===== config.mk =====
export PLATFORM = sky130hd
export DESIGN_NAME = writeback_unit_flat
export DESIGN_NICKNAME = d
export VERILOG_FILES = /design/src/rtl/writeback_unit_pkg.sv /design/src/rtl/writeback_unit_if.sv /design/src/rtl/writeback_unit_wb_fifo.sv /design/src/rtl/writeback_unit.sv /design/src/flat_wrapper.sv
export SDC_FILE = /design/constraint.sdc
export NUM_CORES = 1
export LEC_CHECK = 0
export CAP_MARGIN = 20
export CORE_ASPECT_RATIO = 1.4
export CORE_UTILIZATION = 35
export DETAILED_ROUTE_END_ITERATION = 8
export PLACE_DENSITY = 0.67
export SLEW_MARGIN = 30
export SYNTH_ARGS = -nofsm -noshare
export SYNTH_HDL_FRONTEND = slang
export SYNTH_SLANG_ARGS = --single-unit

===== constraint.sdc =====
create_clock -name clk -period 3.8 [get_ports clk]
set_input_delay 0.57 -clock clk [delete_from_list [all_inputs] [get_ports clk]]
set_output_delay 0.57 -clock clk [all_outputs]
set_load 0.1 [all_outputs]

===== src/rtl/writeback_unit_pkg.sv =====
// Shared types and constants for the writeback stage.
package writeback_unit_pkg;

    localparam int DATA_W = 32;
    localparam int ADDR_W = 5;

    // Writes to r0 are architecturally discarded.
    localparam logic [ADDR_W-1:0] REG_ZERO = '0;

    typedef struct packed {
        logic [ADDR_W-1:0] addr;
        logic [DATA_W-1:0] data;
    } wb_entry_t;

    // Byte loads are zero-extended from the low byte of the raw word.
    function automatic logic [DATA_W-1:0] load_extend(input logic [DATA_W-1:0] word,
                                                      input logic             is_byte);
        return is_byte ? {{(DATA_W-8){1'b0}}, word[7:0]} : word;
    endfunction

endpackage


===== src/rtl/writeback_unit_if.sv =====
// Result, query and register-write signals between the pipeline and the writeback stage.
interface writeback_unit_if;
    import writeback_unit_pkg::*;

    logic              alu_valid;
    logic [ADDR_W-1:0] alu_addr;
    logic [DATA_W-1:0] alu_data;
    logic              mem_valid;
    logic [ADDR_W-1:0] mem_addr;
    logic [DATA_W-1:0] mem_data;
    logic              mem_byte;
    logic [ADDR_W-1:0] query_a;
    logic [ADDR_W-1:0] query_b;
    logic [ADDR_W-1:0] addr_d_out;
    logic [DATA_W-1:0] d_out;
    logic              write_out;
    logic              hazard_a;
    logic              hazard_b;
    logic              stall_out;

    modport master (
        output alu_valid, alu_addr, alu_data,
        output mem_valid, mem_addr, mem_data, mem_byte,
        output query_a, query_b,
        input  addr_d_out, d_out, write_out, hazard_a, hazard_b, stall_out
    );

    modport slave (
        input  alu_valid, alu_addr, alu_data,
        input  mem_valid, mem_addr, mem_data, mem_byte,
        input  query_a, query_b,
        output addr_d_out, d_out, write_out, hazard_a, hazard_b, stall_out
    );

endinterface


===== src/rtl/writeback_unit_wb_fifo.sv =====
// Dual-push, single-pop circular buffer of pending register writes with per-entry address match.
module wb_fifo
    import writeback_unit_pkg::*;
#(
    parameter int DEPTH = 4
) (
    input  logic                    clk,
    input  logic                    rst_n,
    input  logic                    push_a,
    input  wb_entry_t               entry_a,
    input  logic                    push_b,
    input  wb_entry_t               entry_b,
    input  logic                    pop,
    input  logic [ADDR_W-1:0]       query_a,
    input  logic [ADDR_W-1:0]       query_b,
    output wb_entry_t               head,
    output logic                    empty,
    output logic [$clog2(DEPTH):0]  count_next,
    output logic [DEPTH-1:0]        hit_a,
    output logic [DEPTH-1:0]        hit_b
);

    localparam int PTR_W = $clog2(DEPTH);
    localparam int CNT_W = PTR_W + 1;

    logic [PTR_W-1:0] rd_ptr;
    logic [PTR_W-1:0] wr_ptr;
    logic [CNT_W-1:0] count;
    wb_entry_t        store [DEPTH];

    logic             do_pop;
    logic [CNT_W-1:0] space;
    logic             take_a;
    logic             take_b;
    logic             overflow;
    logic [PTR_W-1:0] wr_ptr_b;
    logic [1:0]       n_push;

    // Admission: entry_a is older and claims space first; a pop in the same cycle frees a slot.
    always_comb begin
        do_pop     = pop && (count != '0);
        space      = CNT_W'(DEPTH) - count + CNT_W'(do_pop);
        take_a     = push_a && (space != '0);
        take_b     = push_b && (space > CNT_W'(take_a));
        overflow   = (push_a && !take_a) || (push_b && !take_b);
        wr_ptr_b   = take_a ? wr_ptr + PTR_W'(1) : wr_ptr;
        n_push     = {1'b0, take_a} + {1'b0, take_b};
        count_next = count + CNT_W'(n_push) - CNT_W'(do_pop);
        head       = store[rd_ptr];
        empty      = (count == '0);
    end

    // Pointer and occupancy state; pointers wrap naturally at DEPTH.
    always_ff @(posedge clk or negedge rst_n) begin
        if (!rst_n) begin
            rd_ptr <= '0;
            wr_ptr <= '0;
            count  <= '0;
        end else begin
            rd_ptr <= rd_ptr + PTR_W'(do_pop);
            wr_ptr <= wr_ptr + PTR_W'(n_push);
            count  <= count_next;
        end
    end

    // Entry storage; rejected pushes never touch an occupied slot.
    always_ff @(posedge clk) begin
        if (take_a) store[wr_ptr]   <= entry_a;
        if (take_b) store[wr_ptr_b] <= entry_b;
    end

    // Live-entry address compare: slot i is live when its distance from rd_ptr is below count.
    always_comb begin
        logic [PTR_W-1:0] offset;
        logic             live;
        offset = '0;
        live   = 1'b0;
        hit_a  = '0;
        hit_b  = '0;
        for (int unsigned i = 0; i < DEPTH; i++) begin
            offset   = PTR_W'(i) - rd_ptr;
            live     = CNT_W'(offset) < count;
            hit_a[i] = live && (store[i].addr == query_a);
            hit_b[i] = live && (store[i].addr == query_b);
        end
    end

    a_no_overflow: assert property (@(posedge clk) disable iff (!rst_n) !overflow);

endmodule


===== src/rtl/writeback_unit.sv =====
// Writeback stage: filters r0, extends byte loads, serialises results onto the register write port.
module writeback_unit
    import writeback_unit_pkg::*;
#(
    parameter int DEPTH = 4
) (
    input  logic             clk,
    input  logic             reset,
    writeback_unit_if.slave  wb
);

    localparam int CNT_W = $clog2(DEPTH) + 1;

    wb_entry_t         mem_entry;
    wb_entry_t         alu_entry;
    wb_entry_t         head;
    logic              push_mem;
    logic              push_alu;
    logic              empty;
    logic [CNT_W-1:0]  count_next;
    logic [DEPTH-1:0]  hit_a;
    logic [DEPTH-1:0]  hit_b;

    logic [ADDR_W-1:0] addr_q;
    logic [DATA_W-1:0] data_q;
    logic              write_q;
    logic              stall_q;

    // Enqueue side: drop r0 destinations, apply load extension before buffering.
    always_comb begin
        push_mem       = wb.mem_valid && (wb.mem_addr != REG_ZERO);
        push_alu       = wb.alu_valid && (wb.alu_addr != REG_ZERO);
        mem_entry.addr = wb.mem_addr;
        mem_entry.data = load_extend(wb.mem_data, wb.mem_byte);
        alu_entry.addr = wb.alu_addr;
        alu_entry.data = wb.alu_data;
    end

    // The load is the older instruction, so it takes the first push slot.
    wb_fifo #(
        .DEPTH (DEPTH)
    ) u_fifo (
        .clk        (clk),
        .rst_n      (reset),
        .push_a     (push_mem),
        .entry_a    (mem_entry),
        .push_b     (push_alu),
        .entry_b    (alu_entry),
        .pop        (!empty),
        .query_a    (wb.query_a),
        .query_b    (wb.query_b),
        .head       (head),
        .empty      (empty),
        .count_next (count_next),
        .hit_a      (hit_a),
        .hit_b      (hit_b)
    );

    // Output register drains one entry per cycle; stall tracks the post-update occupancy.
    always_ff @(posedge clk or negedge reset) begin
        if (!reset) begin
            addr_q  <= '0;
            data_q  <= '0;
            write_q <= 1'b0;
            stall_q <= 1'b0;
        end else begin
            write_q <= !empty;
            if (!empty) begin
                addr_q <= head.addr;
                data_q <= head.data;
            end
            stall_q <= (count_next >= CNT_W'(DEPTH - 2));
        end
    end

    // Hazards cover in-flight inputs, buffered entries and the write committing this cycle.
    always_comb begin
        wb.addr_d_out = addr_q;
        wb.d_out      = data_q;
        wb.write_out  = write_q;
        wb.stall_out  = stall_q;
        wb.hazard_a   = (wb.query_a != REG_ZERO) &&
                        ((|hit_a) ||
                         (write_q      && (addr_q      == wb.query_a)) ||
                         (wb.alu_valid && (wb.alu_addr == wb.query_a)) ||
                         (wb.mem_valid && (wb.mem_addr == wb.query_a)));
        wb.hazard_b   = (wb.query_b != REG_ZERO) &&
                        ((|hit_b) ||
                         (write_q      && (addr_q      == wb.query_b)) ||
                         (wb.alu_valid && (wb.alu_addr == wb.query_b)) ||
                         (wb.mem_valid && (wb.mem_addr == wb.query_b)));
    end

endmodule


===== src/flat_wrapper.sv =====
// flat-port wrapper written by rule: the top's interface ports become plain ports
module writeback_unit_flat import writeback_unit_pkg::*;
#(
    parameter int DEPTH = 4
)
  (clk, reset, wb_alu_valid, wb_alu_addr, wb_alu_data, wb_mem_valid, wb_mem_addr, wb_mem_data, wb_mem_byte, wb_query_a, wb_query_b, wb_addr_d_out, wb_d_out, wb_write_out, wb_hazard_a, wb_hazard_b, wb_stall_out);
  writeback_unit_if wb_i ();
  input  logic clk;
  input  logic reset;
  input wire logic [$bits(wb_i.alu_valid)-1:0] wb_alu_valid;
  input wire logic [$bits(wb_i.alu_addr)-1:0] wb_alu_addr;
  input wire logic [$bits(wb_i.alu_data)-1:0] wb_alu_data;
  input wire logic [$bits(wb_i.mem_valid)-1:0] wb_mem_valid;
  input wire logic [$bits(wb_i.mem_addr)-1:0] wb_mem_addr;
  input wire logic [$bits(wb_i.mem_data)-1:0] wb_mem_data;
  input wire logic [$bits(wb_i.mem_byte)-1:0] wb_mem_byte;
  input wire logic [$bits(wb_i.query_a)-1:0] wb_query_a;
  input wire logic [$bits(wb_i.query_b)-1:0] wb_query_b;
  output wire logic [$bits(wb_i.addr_d_out)-1:0] wb_addr_d_out;
  output wire logic [$bits(wb_i.d_out)-1:0] wb_d_out;
  output wire logic [$bits(wb_i.write_out)-1:0] wb_write_out;
  output wire logic [$bits(wb_i.hazard_a)-1:0] wb_hazard_a;
  output wire logic [$bits(wb_i.hazard_b)-1:0] wb_hazard_b;
  output wire logic [$bits(wb_i.stall_out)-1:0] wb_stall_out;
  assign wb_i.alu_valid = wb_alu_valid;
  assign wb_i.alu_addr = wb_alu_addr;
  assign wb_i.alu_data = wb_alu_data;
  assign wb_i.mem_valid = wb_mem_valid;
  assign wb_i.mem_addr = wb_mem_addr;
  assign wb_i.mem_data = wb_mem_data;
  assign wb_i.mem_byte = wb_mem_byte;
  assign wb_i.query_a = wb_query_a;
  assign wb_i.query_b = wb_query_b;
  assign wb_addr_d_out = wb_i.addr_d_out;
  assign wb_d_out = wb_i.d_out;
  assign wb_write_out = wb_i.write_out;
  assign wb_hazard_a = wb_i.hazard_a;
  assign wb_hazard_b = wb_i.hazard_b;
  assign wb_stall_out = wb_i.stall_out;
  writeback_unit #(.DEPTH(DEPTH)) u_core (.clk(clk), .reset(reset), .wb(wb_i));
endmodule

==> metrics.md, run 1 <==
| Metric | Value |
|---|---|
| Status | `finished, final reports clean` |
| Clk_lat worst skew | `0.44 ns` |
| Tot Pwr | `between 10 and 15 mW` |
| Crit path DAT | `3.90 ns` |
| Final Max Tran Viols | `0` |
| Sequential share of power | `approximately a third` |
| Grt ovf | `0` |
| Place WS | `-0.235 ns` |
| RSZ-0062 raised after global routing | `false` |
| Power Internal | `between 7 and 8 mW` |
| Setup CP Type | `input port to register` |
| Clock Pin Slew Worst Setup and Hold Paths | `about 0.070 ns` |
| Psw | `around 5.2 mW` |
| Mapped Nets | `860` |
| Post-layout minimum cycle time | `3.57 ns` |
| Tcrit/Tclk final | `94.0%` |
| Worst setup margin | `~0.23 ns` |
| Area Growth Syn to Fin | `25.4%` |
| Initial antenna violation count | `1` |
| NumNets Final | `~1,000` |
| Net Sw Frac | `42.7%` |
| DR WL met3 | `922 um` |
| Peak supply drop | `a little over 0.0004 V` |
| Worst EP required | `4.13 ns` |
| Top layer reached by signal wires | `met4` |
| Slew @ Worst Pin | `between 0.9 and 1 ns` |
| Leak pwr | `~5.0 nW` |
| Bufs on Longest Clock Path | `2` |
| Synth unique cells | `36` |
| DPL Wire Length | `between 15,000 and 20,000 um` |
| I/O pins | `130` |
| Routability cong. | `between 0.8 and 0.9` |
| Num Clock Sinks | `between 150 and 200` |
| TritonCTS clock tree | `done` |
| GRT Overall Usage | `between 10% and 20%` |
| CP endpoint kind | `register` |
| Fmax | `280 MHz` |
| Pin count of the biggest net entering global routing | `40` |
| Post-synth EDFFs | `between 100 and 150` |
| Mapped Area | `roughly 10,000 um^2` |
| Hold_buf cts | `0` |
| Root Driver | `clkbuf_16` |
| Die width | `about 150 um` |
| Crit-path cells | `clkdlybuf4s50_1 > or4_1 > nor2_1 > a211oi_2 > ha_1 > o21a_1 > nor2_1 > ha_1 > xnor2_1 > ha_1 > inv_1 > fa_1 > xor2_1 > xnor2_1 > nand2b_1` |
| WHS | `0.170 ns` |
| Hold WC Path Type | `input port to asynchronous set/reset pin` |
| Total wire length | `~26,000 um` |
| # rows | `74` |
| Synth Register Bits | `a little under 200` |
| Critical Path Max Stage Delay | `0.58 ns` |
| Placed cells | `between 1k and 1.5k` |
| WL met2 | `13,800 um` |
| H-tree levels | `4` |
| Final Non-Filler Cells | `approximately 1.3k` |
| Comb pwr share | `between 50% and 60%` |
| Syn Area/Cell | `~14 um^2` |
| Drt wl/cell | `between 20 and 25 um` |
| Num CTS Buffers | `17` |
| # setup viols final | `0` |
| Final ANT Viol Nets | `0` |
| DR pass1 iterations | `4` |
| Vias/cell | `approximately 5.1` |
| Share of layout cells above drive strength 1 | `roughly 26%` |
| Crit path max fanout | `2` |
| Post-synth ARST share | `between 20% and 30%` |
| Die area | `a little over 30,000 um^2` |
| Vias in the first global route | `around 7k` |
| Fin Clk Skew | `0.00495 ns` |
| Slew margin rel. | `33.9%` |
| Syn Inst Count | `around 760` |
| PD cells | `about 940 nW/um^2` |
| Post-Route M1 WL | `10,400 um` |
| CP max-delay cell | `or4_1` |
| Final Hold Viols | `0` |
| Max-cap viol count | `0` |
| Startpoint Class | `input port` |
| Core area | `29,300 um^2` |
| CP most frequent cell | `ha_1` |
| Seq/Total Area, Yosys | `53.7%` |
| DRC viols | `0` |
| Most used DFF post-synth | `edfxtp_1` |
| DR iter-0 viols | `approximately 350` |
| Initial Util | `between 30% and 40%` |
| DR vias | `approximately 6.5k` |
| # port buffers | `~130` |
| Ys Warns | `0` |
| First-pass GRT wire length | `approximately 40,000 um` |
| Filler cells | `about 2.7k` |
| Clock power frac | `between 10% and 20%` |
| Die H | `around 210 um` |
final timing paths:
check / start / endpoint / slack (ns) / cells after the start
max: wb_mem_addr[1] / u_core.wb.stall_out / 0.23 / 15
min: reset / u_core.wb.d_out[7] / 0.17 / 1
max reg2reg: u_core.u_fifo.count[1] / u_core.wb.stall_out / 0.30 / 15
min reg2reg: u_core.wb.d_out[25] / u_core.wb.d_out[25] / 0.47 / 2
max in group asynchronous: reset / u_core.wb.d_out[28] / 2.83 / 2
min in group clk: u_core.wb.d_out[25] / u_core.wb.d_out[25] / 0.47 / 2
routing by layer:
layer,track usage (%),up-vias
met5,0,-
met4,9.94,0
met3,3.13,50
met2,32.1,155
met1,20.0,3296
li1,-,3011
metrics by stage:
step | setup TNS [ns] | util (%) | instance area, um^2
after floorplan | 0 | - | 10400
after global placement | -0.232 | 42.5 | 12400
after detailed placement | -0.327 | 42.5 | 12400
after CTS | 0 | 44.6 | 13100
after global routing | 0 | 44.6 | 13100
final | 0 | 44.6 | 13100
worst max-delay path: cells and delay by family:
family | cells | cell delay [ns]
xor+xnor | 3 | 0.46
compound gates | 2 | 0.24
fa+ha+maj | 4 | 1.08
buf+inv | 2 | 0.51
simple gates | 4 | 1.03
power by group through the flow:
stage                     combinational (mW)  sequential (mW)  clock, mW
after global placement                  6.36             3.99          0
after detailed placement                6.41             4.03          0
after global routing                    6.75             4.07       1.99
final                                   6.35             3.98       1.89
after floorplan                         3.07             5.40          0
after CTS                               6.44             3.99       1.93
sequential cells by signal, summed over array words and instances (netlist names):
name                  count
u_core.u_fifo.count       3
u_core.u_fifo.rd_ptr      2
u_core.u_fifo.store     148
u_core.u_fifo.wr_ptr      2
u_core.wb.addr_d_out      5
u_core.wb.d_out          32
u_core.wb.stall_out       1
u_core.wb.write_out       1
final cells by class:
type	count	area, um^2	area share, %
Timing Repair Buffer	169	1760	13.5
Multi-Input combinational cell	500	4570	35.0
Inverter	9	33.8	0.259
Sequential cell	194	5600	42.9
Clock buffer	17	425	3.26
Clock inverter	15	190	1.46
Tap cell	380	475	3.64
Antenna cell	1	2.50	0.0192
cell usage after synthesis, types with 2 or more instances:
| master | count | area, um^2 |
|---|---|---|
| mux2_4 | 19 | 285 |
| nand2_1 | 122 | 458 |
| mux2_2 | 90 | 1010 |
| inv_1 | 9 | 33.8 |
| clkbuf_1 | 26 | 97.6 |
| nand2b_1 | 2 | 12.5 |
| nor3_1 | 10 | 50.1 |
| nor2_1 | 11 | 41.3 |
| o21ai_1 | 3 | 15.0 |
| mux4_2 | 37 | 833 |
| nor2b_1 | 24 | 150 |
| nor4_1 | 12 | 75.1 |
| dfrtp_1 | 46 | 1150 |
| buf_2 | 8 | 40.0 |
| a21oi_1 | 6 | 30.0 |
| xor2_1 | 47 | 412 |
| ha_1 | 14 | 175 |
| nand3_1 | 16 | 80.1 |
| nor3b_1 | 2 | 15.0 |
| or4_1 | 2 | 15.0 |
| mux2_1 | 39 | 439 |
| edfxtp_1 | 148 | 4440 |
| xnor2_1 | 32 | 280 |
| o22ai_1 | 2 | 12.5 |
| buf_6 | 10 | 113 |
| buf_1 | 9 | 33.8 |
cells in the final DEF (no fill, tap or decap), types with 16 or more instances in the layout:
master,instances
nand3_1,16
nand2_1,118
xnor2_1,32
mux4_2,37
clkbuf_16,17
xor2_1,47
edfxtp_1,148
buf_4,28
mux2_1,39
nor2b_1,24
mux2_2,90
dfrtp_1,44
mux2_4,19
clkdlybuf4s50_1,126
cells by family (layout without fill, tap and decap cells):
family / Yosys count / after routing / synth area share [%]
muxes: 185 / 185 / 24.7
DFF: 194 / 194 / 53.7
other: 1 / 2 / 0.0360
buffers and inverters: 62 / 210 / 3.05
xor gates and xnor gates: 79 / 79 / 6.64
AOI/OAI and AO/OA: 17 / 17 / 1.09
adders and majority gates: 15 / 15 / 1.87
and+or+nand+nor: 203 / 203 / 8.88
timing repair:
action | CTS | global route
setup endpoints to repair | 0 | 1
resized for setup | 0 | 2
setup buffers | 0 | 0
(Power assumes the default switching activity.)
==> inputs of run 2 (changes only) <==
--- a/config.mk
+++ b/config.mk
@@ -10,7 +10,7 @@
 export CORE_UTILIZATION = 35
 export DETAILED_ROUTE_END_ITERATION = 8
 export PLACE_DENSITY = 0.67
-export SLEW_MARGIN = 30
+export SLEW_MARGIN = 20
 export SYNTH_ARGS = -nofsm -noshare
 export SYNTH_HDL_FRONTEND = slang
 export SYNTH_SLANG_ARGS = --single-unit
==> results of run 2 <==
Same layout as run 1: the final DEF is identical, and so are final timing and power.
==> inputs of run 3 (changes only) <==
--- a/config.mk
+++ b/config.mk
@@ -14,3 +14,4 @@
 export SYNTH_ARGS = -nofsm -noshare
 export SYNTH_HDL_FRONTEND = slang
 export SYNTH_SLANG_ARGS = --single-unit
+export TNS_END_PERCENT = 1
==> metrics.md, run 3 (same netlist as run 1, synthesis figures left out) <==
| Metric | Value |
|---|---|
| Status | `finished, final reports clean` |
| Clock Pin Slew Worst Setup and Hold Paths | `about 0.070 ns` |
| Slew @ Worst Pin | `a little under 1 ns` |
| # port buffers | `about 130` |
| Design area | `13,000 um^2` |
| Area Growth Syn to Fin | `25.3%` |
| WHS | `between 0.15 and 0.2 ns` |
| Clk_lat worst skew | `0.45 ns` |
| Post-placement cell area | `around 12,000 um^2` |
| Leak pwr | `between 4 and 5 nW` |
| Filler cells | `2,700` |
| DR vias | `about 6.4k` |
| Num Clock Sinks | `~190` |
| Crit path max fanout | `2` |
| DR pass1 iterations | `4` |
| Total setup buffers inserted after CTS | `0` |
| PD cells | `932 nW/um^2` |
| Met2 Use GR | `between 30% and 40%` |
| Share of layout cells above drive strength 1 | `between 20% and 30%` |
| Die H | `around 200 um` |
| Initial Util | `35.6%` |
| Resized cells post-CTS | `0` |
| Most common cell after layout, fill and taps aside | `edfxtp_1` |
| Fin Clk Skew | `0.0108 ns` |
| Pin count of the biggest net entering global routing | `40` |
| Final Non-Filler Cells | `about 1.3k` |
| Num CTS Buffers | `17` |
| Hold WC Path Type | `input port to asynchronous set/reset pin` |
| Bufs on Longest Clock Path | `2` |
| Worst EP required | `4.13 ns` |
| Peak supply drop | `between 0.0004 and 0.0005 V` |
| Largest Register | `u_core.u_fifo.store` |
| Die area | `30,500 um^2` |
| Final Max Tran Viols | `0` |
| Slew margin rel. | `roughly a third` |
| Max-cap viol count | `0` |
| Total wire length | `25,700 um` |
| DPL Wire Length | `~17,000 um` |
| DRC viols | `0` |
| First-pass GRT wire length | `39,500 um` |
| CP endpoint kind | `register` |
| Grt ovf | `0` |
| Startpoint Class | `input port` |
| Final Hold Viols | `0` |
| Tcrit/Tclk final | `about nine tenths` |
| I/O pins | `130` |
| Fmax | `between 200 and 300 MHz` |
| GRT Overall Usage | `~18%` |
| Core area | `between 20,000 and 30,000 um^2` |
| Max FFs per register | `approximately 150` |
| Root Driver | `clkbuf_16` |
| Drt wl/cell | `around 20 um` |
| DR iter-0 viols | `350` |
| RSZ-0062 raised after global routing | `false` |
| Vias in the first global route | `about 6.8k` |
| # setup viols final | `0` |
| Initial antenna violation count | `0` |
| Post-layout minimum cycle time | `approximately 3.5 ns` |
| TritonCTS clock tree | `done` |
| Routability cong. | `0.876` |
| Most frequent cells in the layout | `edfxtp_1, clkdlybuf4s50_1, nand2_1, mux2_2, xor2_1` |
| NumNets Final | `just under 1k` |
| Grt met1 use | `about a fifth` |
| H-tree levels | `4` |
| Die width | `between 100 and 150 um` |
| Hold_buf cts | `0` |
| Most utilized layer in the global route result | `met2` |
| Vias/cell | `4.99` |
| Final ANT Viol Nets | `0` |
| Placed cells | `~1.3k` |
| Setup CP Type | `input port to register` |
| # rows | `74` |
| M3 GR Usage | `under 10%` |
| Crit path DAT | `between 3 and 4 ns` |
| Tot Pwr | `between 10 and 15 mW` |
run 3: metrics by stage:
stage	setup slack, ns	utilization [%]	TNS, ns
6_report	0.313	44.6	0
3_5_place_dp	-0.140	42.5	-0.146
4_1_cts	0.319	44.6	0
2_1_floorplan	-0.259	-	-0.939
3_3_place_gp	-0.141	42.5	-0.154
5_1_grt	0.161	44.6	0
run 3: final timing paths:
path,end,cells after the start,startpoint,slack (ns)
min reg2reg,u_core.wb.d_out[11],2,u_core.wb.d_out[11],0.46
max reg2reg,u_core.wb.stall_out,16,u_core.u_fifo.count[1],0.37
max,u_core.wb.stall_out,15,wb_mem_addr[1],0.31
min,u_core.u_fifo.wr_ptr[1],1,reset,0.16
min in group clk,u_core.wb.d_out[11],2,u_core.wb.d_out[11],0.46
max in group asynchronous,u_core.u_fifo.rd_ptr[1],2,reset,2.80
run 3: where the power goes:
group | internal [mW] | leakage [nW] | switching [mW]
logic | 2.39 | 2.74 | 3.88
clock network | 1.11 | 0.288 | 0.771
registers | 3.51 | 1.93 | 0.490
run 3: final cells by class:
type	instances	area (um^2)	area share [%]
clock inverters	11	160	1.23
multi-input cells	500	4560	35.0
well taps	380	475	3.65
inverters	9	33.8	0.259
repair buffers	169	1760	13.5
clock buffers	21	450	3.45
flip-flops and latches	194	5600	42.9
diodes	1	2.50	0.0192
run 3: critical path: stages:
cell	delay (ns)
clkdlybuf4s50_1	0.47
or4_1	0.55
nor2_1	0.11
a211oi_1	0.07
ha_1	0.29
o21a_1	0.18
nor2_1	0.14
ha_1	0.27
xnor2_1	0.16
ha_1	0.16
inv_1	0.05
fa_1	0.36
xor2_1	0.16
xnor2_1	0.13
nand2b_1	0.15
run 3: metal layers:
metal	share of wire, %	vias up
li1	-	3017
met1	40	3211
met3	3.5	42
met2	54	138
met4	2.6	0
met5	0	-
